===== src/rtl/time_set_pkg.sv =====
// Shared types and constants for the time-setting controller.
package time_set_pkg;

    typedef enum logic [2:0] {
        RUN,
        EDIT_HR,
        EDIT_MIN,
        EDIT_SEC,
        COMMIT
    } state_t;

    localparam logic [1:0] FIELD_NONE = 2'd0;
    localparam logic [1:0] FIELD_HR   = 2'd1;
    localparam logic [1:0] FIELD_MIN  = 2'd2;
    localparam logic [1:0] FIELD_SEC  = 2'd3;

    localparam int HR_MAX = 23;
    localparam int MS_MAX = 59;

    function automatic logic [1:0] field_of(input state_t s);
        case (s)
            EDIT_HR:  return FIELD_HR;
            EDIT_MIN: return FIELD_MIN;
            EDIT_SEC: return FIELD_SEC;
            default:  return FIELD_NONE;
        endcase
    endfunction

endpackage


===== src/rtl/bcd2_adj.sv =====
// Two-digit BCD step up/down with wrap at MAX and clamp of illegal values to 00.
module bcd2_adj #(
    parameter int MAX = 59
) (
    input  logic [3:0] tens,
    input  logic [3:0] ones,
    input  logic       inc,
    input  logic       dec,
    output logic [3:0] adj_tens,
    output logic [3:0] adj_ones,
    output logic       legal
);
    localparam logic [3:0] MAX_T = 4'(MAX / 10);
    localparam logic [3:0] MAX_O = 4'(MAX % 10);

    logic at_max;
    logic at_zero;

    always_comb begin
        legal    = (ones <= 4'd9) && ((tens < MAX_T) || ((tens == MAX_T) && (ones <= MAX_O)));
        at_max   = (tens == MAX_T) && (ones == MAX_O);
        at_zero  = (tens == 4'd0) && (ones == 4'd0);
        adj_tens = tens;
        adj_ones = ones;
        if ((inc || dec) && !legal) begin
            adj_tens = 4'd0;
            adj_ones = 4'd0;
        end else if (inc) begin
            if (at_max) begin
                adj_tens = 4'd0;
                adj_ones = 4'd0;
            end else if (ones == 4'd9) begin
                adj_tens = tens + 4'd1;
                adj_ones = 4'd0;
            end else begin
                adj_ones = ones + 4'd1;
            end
        end else if (dec) begin
            if (at_zero) begin
                adj_tens = MAX_T;
                adj_ones = MAX_O;
            end else if (ones == 4'd0) begin
                adj_tens = tens - 4'd1;
                adj_ones = 4'd9;
            end else begin
                adj_ones = ones - 4'd1;
            end
        end
    end

endmodule


===== src/rtl/time_set_ctrl.sv =====
// Button-driven editor for the BCD clock: captures live time, steps fields,
// and commits through a one-cycle load strobe while holding the counter stopped.
module time_set_ctrl
    import time_set_pkg::*;
#(
    parameter int TIMEOUT_CYCLES = 600,
    parameter int BLINK_DIV      = 1
) (
    input  logic       clk,
    input  logic       reset,
    input  logic       btn_mode,
    input  logic       btn_inc,
    input  logic       btn_dec,
    input  logic [3:0] cur_sec_ones,
    input  logic [3:0] cur_sec_tens,
    input  logic [3:0] cur_min_ones,
    input  logic [3:0] cur_min_tens,
    input  logic [3:0] cur_hr_ones,
    input  logic [3:0] cur_hr_tens,
    output logic [3:0] load_sec_ones,
    output logic [3:0] load_sec_tens,
    output logic [3:0] load_min_ones,
    output logic [3:0] load_min_tens,
    output logic [3:0] load_hr_ones,
    output logic [3:0] load_hr_tens,
    output logic       load,
    output logic       enable,
    output logic [1:0] edit_field,
    output logic       blink
);
    localparam int TW = $clog2(TIMEOUT_CYCLES + 1);
    localparam int BW = $clog2(BLINK_DIV + 1);

    state_t          state_reg, state_next;
    logic [2:0]      prev_reg, edge_reg;
    logic [TW-1:0]   tcnt_reg, tcnt_next;
    logic [BW-1:0]   bcnt_reg;
    // Digit order, index 5..0: hr tens, hr ones, min tens, min ones, sec tens, sec ones.
    logic [5:0][3:0] buf_reg, buf_next, adj_buf, clean_buf;
    logic [2:0]      legal, field_sel;
    logic            mode_e, inc_e, dec_e, any_e, step_inc, step_dec;

    assign mode_e   = edge_reg[2];
    assign inc_e    = edge_reg[1];
    assign dec_e    = edge_reg[0];
    assign any_e    = |edge_reg;
    assign step_inc = inc_e & ~dec_e & ~mode_e;
    assign step_dec = dec_e & ~inc_e & ~mode_e;
    assign field_sel = {state_reg == EDIT_HR, state_reg == EDIT_MIN, state_reg == EDIT_SEC};

    genvar gi;
    generate
        for (gi = 0; gi < 3; gi++) begin : g_field
            localparam int FMAX = (gi == 2) ? HR_MAX : MS_MAX;
            bcd2_adj #(.MAX(FMAX)) u_adj (
                .tens     (buf_reg[2*gi+1]),
                .ones     (buf_reg[2*gi]),
                .inc      (step_inc & field_sel[gi]),
                .dec      (step_dec & field_sel[gi]),
                .adj_tens (adj_buf[2*gi+1]),
                .adj_ones (adj_buf[2*gi]),
                .legal    (legal[gi])
            );
            // Unadjusted illegal captures must never reach the counter.
            assign clean_buf[2*gi+1] = legal[gi] ? buf_reg[2*gi+1] : 4'd0;
            assign clean_buf[2*gi]   = legal[gi] ? buf_reg[2*gi]   : 4'd0;
        end
    endgenerate

    always_comb begin
        state_next = state_reg;
        buf_next   = buf_reg;
        tcnt_next  = '0;
        case (state_reg)
            RUN: begin
                if (mode_e) begin
                    state_next = EDIT_HR;
                    buf_next   = {cur_hr_tens, cur_hr_ones, cur_min_tens,
                                  cur_min_ones, cur_sec_tens, cur_sec_ones};
                end
            end
            EDIT_HR, EDIT_MIN, EDIT_SEC: begin
                tcnt_next = any_e ? '0 : tcnt_reg + TW'(1);
                if (mode_e) begin
                    if (state_reg == EDIT_HR) begin
                        state_next = EDIT_MIN;
                    end else if (state_reg == EDIT_MIN) begin
                        state_next = EDIT_SEC;
                    end else begin
                        state_next = COMMIT;
                        buf_next   = clean_buf;
                    end
                end else if (!any_e && (tcnt_reg == TW'(TIMEOUT_CYCLES - 1))) begin
                    state_next = RUN;
                end else if (step_inc || step_dec) begin
                    buf_next = adj_buf;
                end
            end
            default: state_next = RUN;
        endcase
    end

    always_ff @(posedge clk) begin
        if (!reset) begin
            state_reg  <= RUN;
            prev_reg   <= '0;
            edge_reg   <= '0;
            tcnt_reg   <= '0;
            bcnt_reg   <= '0;
            buf_reg    <= '0;
            load       <= 1'b0;
            enable     <= 1'b1;
            edit_field <= FIELD_NONE;
            blink      <= 1'b0;
        end else begin
            prev_reg   <= {btn_mode, btn_inc, btn_dec};
            edge_reg   <= {btn_mode, btn_inc, btn_dec} & ~prev_reg;
            state_reg  <= state_next;
            tcnt_reg   <= tcnt_next;
            buf_reg    <= buf_next;
            load       <= (state_next == COMMIT);
            enable     <= (state_next == RUN);
            edit_field <= field_of(state_next);
            if ((field_of(state_next) == FIELD_NONE) || (state_next != state_reg)) begin
                bcnt_reg <= '0;
                blink    <= 1'b0;
            end else if (bcnt_reg == BW'(BLINK_DIV - 1)) begin
                bcnt_reg <= '0;
                blink    <= ~blink;
            end else begin
                bcnt_reg <= bcnt_reg + BW'(1);
            end
        end
    end

    assign load_hr_tens  = buf_reg[5];
    assign load_hr_ones  = buf_reg[4];
    assign load_min_tens = buf_reg[3];
    assign load_min_ones = buf_reg[2];
    assign load_sec_tens = buf_reg[1];
    assign load_sec_ones = buf_reg[0];

endmodule


===== config.mk =====
export PLATFORM = sky130hd
export DESIGN_NAME = time_set_ctrl
export DESIGN_NICKNAME = d
export VERILOG_FILES = /design/src/rtl/time_set_pkg.sv /design/src/rtl/bcd2_adj.sv /design/src/rtl/time_set_ctrl.sv
export SDC_FILE = /design/constraint.sdc
export NUM_CORES = 1
export LEC_CHECK = 0
export BUFFER_PORTS_ARGS = -buffer_cell sky130_fd_sc_hd__buf_2
export CORE_MARGIN = 5
export CORE_UTILIZATION = 55
export DETAILED_ROUTE_END_ITERATION = 16
export PLACE_DENSITY = 0.8
export SLEW_MARGIN = 10
export SYNTH_ARGS = -nofsm -noshare
export SYNTH_HDL_FRONTEND = slang
export SYNTH_SLANG_ARGS = --single-unit
export TNS_END_PERCENT = 1

===== constraint.sdc =====
create_clock -name clk -period 3.5 [get_ports clk]
set_input_delay 0.175 -clock clk [delete_from_list [all_inputs] [get_ports clk]]
set_output_delay 0.175 -clock clk [all_outputs]
set_load 0.1 [all_outputs]

==> flow_metrics.py <==
metrics = {
    "timing": {
        "setup_tns_ps": 0,
        "grt_setup_unrepaired": "false",
        "slew_viol_final": 0,
        "max_freq_ghz": 0.360,
        "relSlewSlack_pct": 40.9,
        "hold_viol_final": 0,
        "tightest_slew_ps": 882,
        "fin_skew_ps": 7.18,
        "fin_crit_sh_pct": 79.3,
        "finalWorstSetupSlack_ps": 725,
        "setup_viol": 0,
        "period_minus_slack_ps": 2780,
    },
    "die": {
        "fp-row-count": 28,
        "die_h_um": 88.9,
        "coreArea_um2": 5990,
        "dieWidth_um": 88.9,
        "dieArea_um2": 7910,
        "io_pins": 58,
        "start_util_pct": 57.2,
    },
    "power": {
        "p_per_area_nw_per_um2": 433,
        "power.leakage_nw": 1.46,
        "power_mw": 1.62,
        "ir_worst_vdd_v": 0.000263,
    },
    "logic_synthesis": {
        "synthFlopType": "dfxtp_1",
        "netlist_area_um2": 3430,
        "yosysWarnings": 0,
        "synth_cells": 413,
        "synth_cell_types": 78,
        "synthArstFlopShare_pct": 0,
        "seq_area_frac_synth_pct": 28.6,
        "synth_edf_count": 0,
        "avgSynthCellArea_um2": 8.29,
        "synth_seq_cells": 49,
        "syn_nets": 452,
    },
    "worst_hold_path": {
        "min_to": "prev_reg[0]$_SDFF_PN0_",
        "hold_start": "btn_dec",
        "min_path_type": "in -> reg",
        "hold_depth": 2,
    },
    "finish": {
        "fin_nets": 487,
        "final_cell_mix": "57 x buf_2, 49 x dfxtp_1, 35 x nor2_1",
        "syn2layout_area_growth_pct": 9.28,
        "largest_reg_flops": 10,
        "fin_util_pct": 62.5,
        "num_antenna_cells": 0,
        "fin_area_um2": 3740,
        "drive_gt1_share_pct": 21.4,
        "fillCellCount": 518,
        "mostFrequentLayoutCell": "buf_2",
    },
    "detailed_routing": {
        "drt_iter0_markers": 271,
        "dr_total_vias": 3261,
        "drc": 0,
        "top_layer": "met4",
        "wire_per_inst_um": 16.1,
        "final_antenna_net_count": 0,
        "drt-met1-wl_mm": 3.79,
        "vias_per_cell": 6.22,
        "wl_mm": 8.45,
        "first_pass_iters": 5,
        "wl_met3_um": 519,
        "dr_wl_met2_mm": 4.07,
    },
    "setup_path": {
        "r2r-end": "load_min_tens[0]$_SDFFE_PN0P_",
        "startpoint": "edge_reg[1]$_SDFF_PN0_",
        "required_ps": 3720,
        "critPathKind": "reg -> reg",
        "r2r.worst_path.cells": 6,
        "crit_arrival_ps": 2990,
        "r2r_slack_ps": 720,
        "worstPathMaxFanout": 15,
        "start_kind": "flop",
        "worstSetupEndpointType": "flop",
        "r2r_start": "edge_reg[1]$_SDFF_PN0_",
    },
    "clock_network": {
        "cts_root_buf": "clkbuf_8",
        "clockBufferDepth": 2,
        "clkSinkCount": 49,
        "cts_tree": "yes",
        "ctsHoldBuffers": 0,
        "cts_resized": 0,
        "h-tree-depth": 2,
        "cts_buffers": 5,
        "insertion_delay_ps": 310,
        "post_cts_buffers": 0,
        "path_clk_slew_ps": 100,
    },
    "status": {
        "status": "finished clean",
    },
    "placement": {
        "gp_congestion": 0.852,
        "dp.final_hpwl_mm": 6.01,
        "place_ws_ps": 803,
        "place_area_um2": 3650,
        "port-buffer-count": 57,
    },
    "global_routing": {
        "grt_pass1_wl_mm": 14.2,
        "grt.total_usage_pct": 22.1,
        "antenna_found_initial": 0,
        "grt_max_degree": 26,
        "overflow": 0,
        "first_global_vias": 3033,
    },
    "flow_run": {
        "cap_violations": 0,
    },
}
[worst max-delay path, stage by stage, from the launching register on]
cell       delay [ps]
dfxtp_1           430
nor3b_2           760
and2_1            450
a21oi_1           170
a2111oi_4         540
nor2_1             80
a311oi_1          250
[layer usage]
layer  vias up  GRT usage (%)
met1      1540           28.6
met4         0           5.77
li1       1604              -
met2       108           37.6
met3         9           4.42
met5         -              0
[worst max-delay path by stage]
stage                                    end  slack [ps]  cells past startpoint
2_1_floorplan   load_hr_tens[3]$_SDFFE_PN0P_         670                      7
3_3_place_gp   load_min_tens[0]$_SDFFE_PN0P_         960                      6
3_5_place_dp   load_min_tens[0]$_SDFFE_PN0P_         800                      6
4_1_cts         load_hr_tens[0]$_SDFFE_PN0P_         780                      6
5_1_grt         load_hr_tens[0]$_SDFFE_PN0P_         470                      6
6_report       load_min_tens[0]$_SDFFE_PN0P_         720                      6
[Yosys cell counts, drive strengths merged (3+ instances only)]
cell	number	share of area (%)
a31oi	5	0.91
o221ai	3	0.77
a22oi	8	1.8
inv	10	1.1
or3b	5	1.3
or3	4	0.73
or2	7	1.3
nor3	13	2.0
buf	17	3.3
xnor2	8	2.0
o31ai	3	0.66
nand3b	6	1.4
ha	10	3.7
nor2b	8	1.5
a221oi	8	2.0
mux2i	5	1.5
a21boi	3	0.66
a311oi	3	0.77
a211oi	7	1.7
nand2b	5	0.91
clkbuf	13	1.4
nor2	36	4.4
o22ai	4	0.73
nand3	13	1.9
xor2	12	3.1
nand4	6	1.1
dfxtp	49	29
a21oi	21	3.3
nand2	28	3.1
nor3b	3	1.1
and3	5	0.91
a32oi	3	0.77
o21ai	31	4.5
and2	5	0.91
a2111oi	3	2.0
o211ai	8	1.8
[cells by family (layout without fill, tap and decap cells)]
kind of cell | count (synthesis) | in the layout | synth area share, %
buffers and inverters | 41 | 77 | 5.95
DFF | 49 | 49 | 28.6
and+or+nand+nor | 158 | 158 | 26.4
AOI/OAI and AO/OA | 127 | 127 | 27.6
xor gates and xnor gates | 20 | 20 | 5.11
other | 1 | 1 | 0.109
muxes | 7 | 7 | 2.45
adders and majority gates | 10 | 10 | 3.65
[cell type report]
| class | instances | area [µm²] | area share, % |
|---|---|---|---|
| multi-input cells | 323 | 2240 | 59.9 |
| flip-flops and latches | 49 | 981 | 26.2 |
| repair buffers | 58 | 293 | 7.82 |
| well taps | 75 | 93.8 | 2.51 |
| clock buffers | 5 | 68.8 | 1.84 |
| inverters | 11 | 41.3 | 1.10 |
| clock inverters | 3 | 25.0 | 0.668 |
[stage by stage]
step,std cells,hold WS (ps)
after floorplan,413,311
after global placement,516,374
after detailed placement,516,372
after CTS,524,89.9
after global routing,524,90.1
final,524,87.5
[power breakdown]
group | total [mW] | switching, mW | internal [mW]
clock network | 0.365 | 0.220 | 0.145
registers | 0.658 | 0.0684 | 0.590
logic | 0.597 | 0.408 | 0.188
total | 1.62 | 0.697 | 0.923
Power figures use the tool's default switching activity.
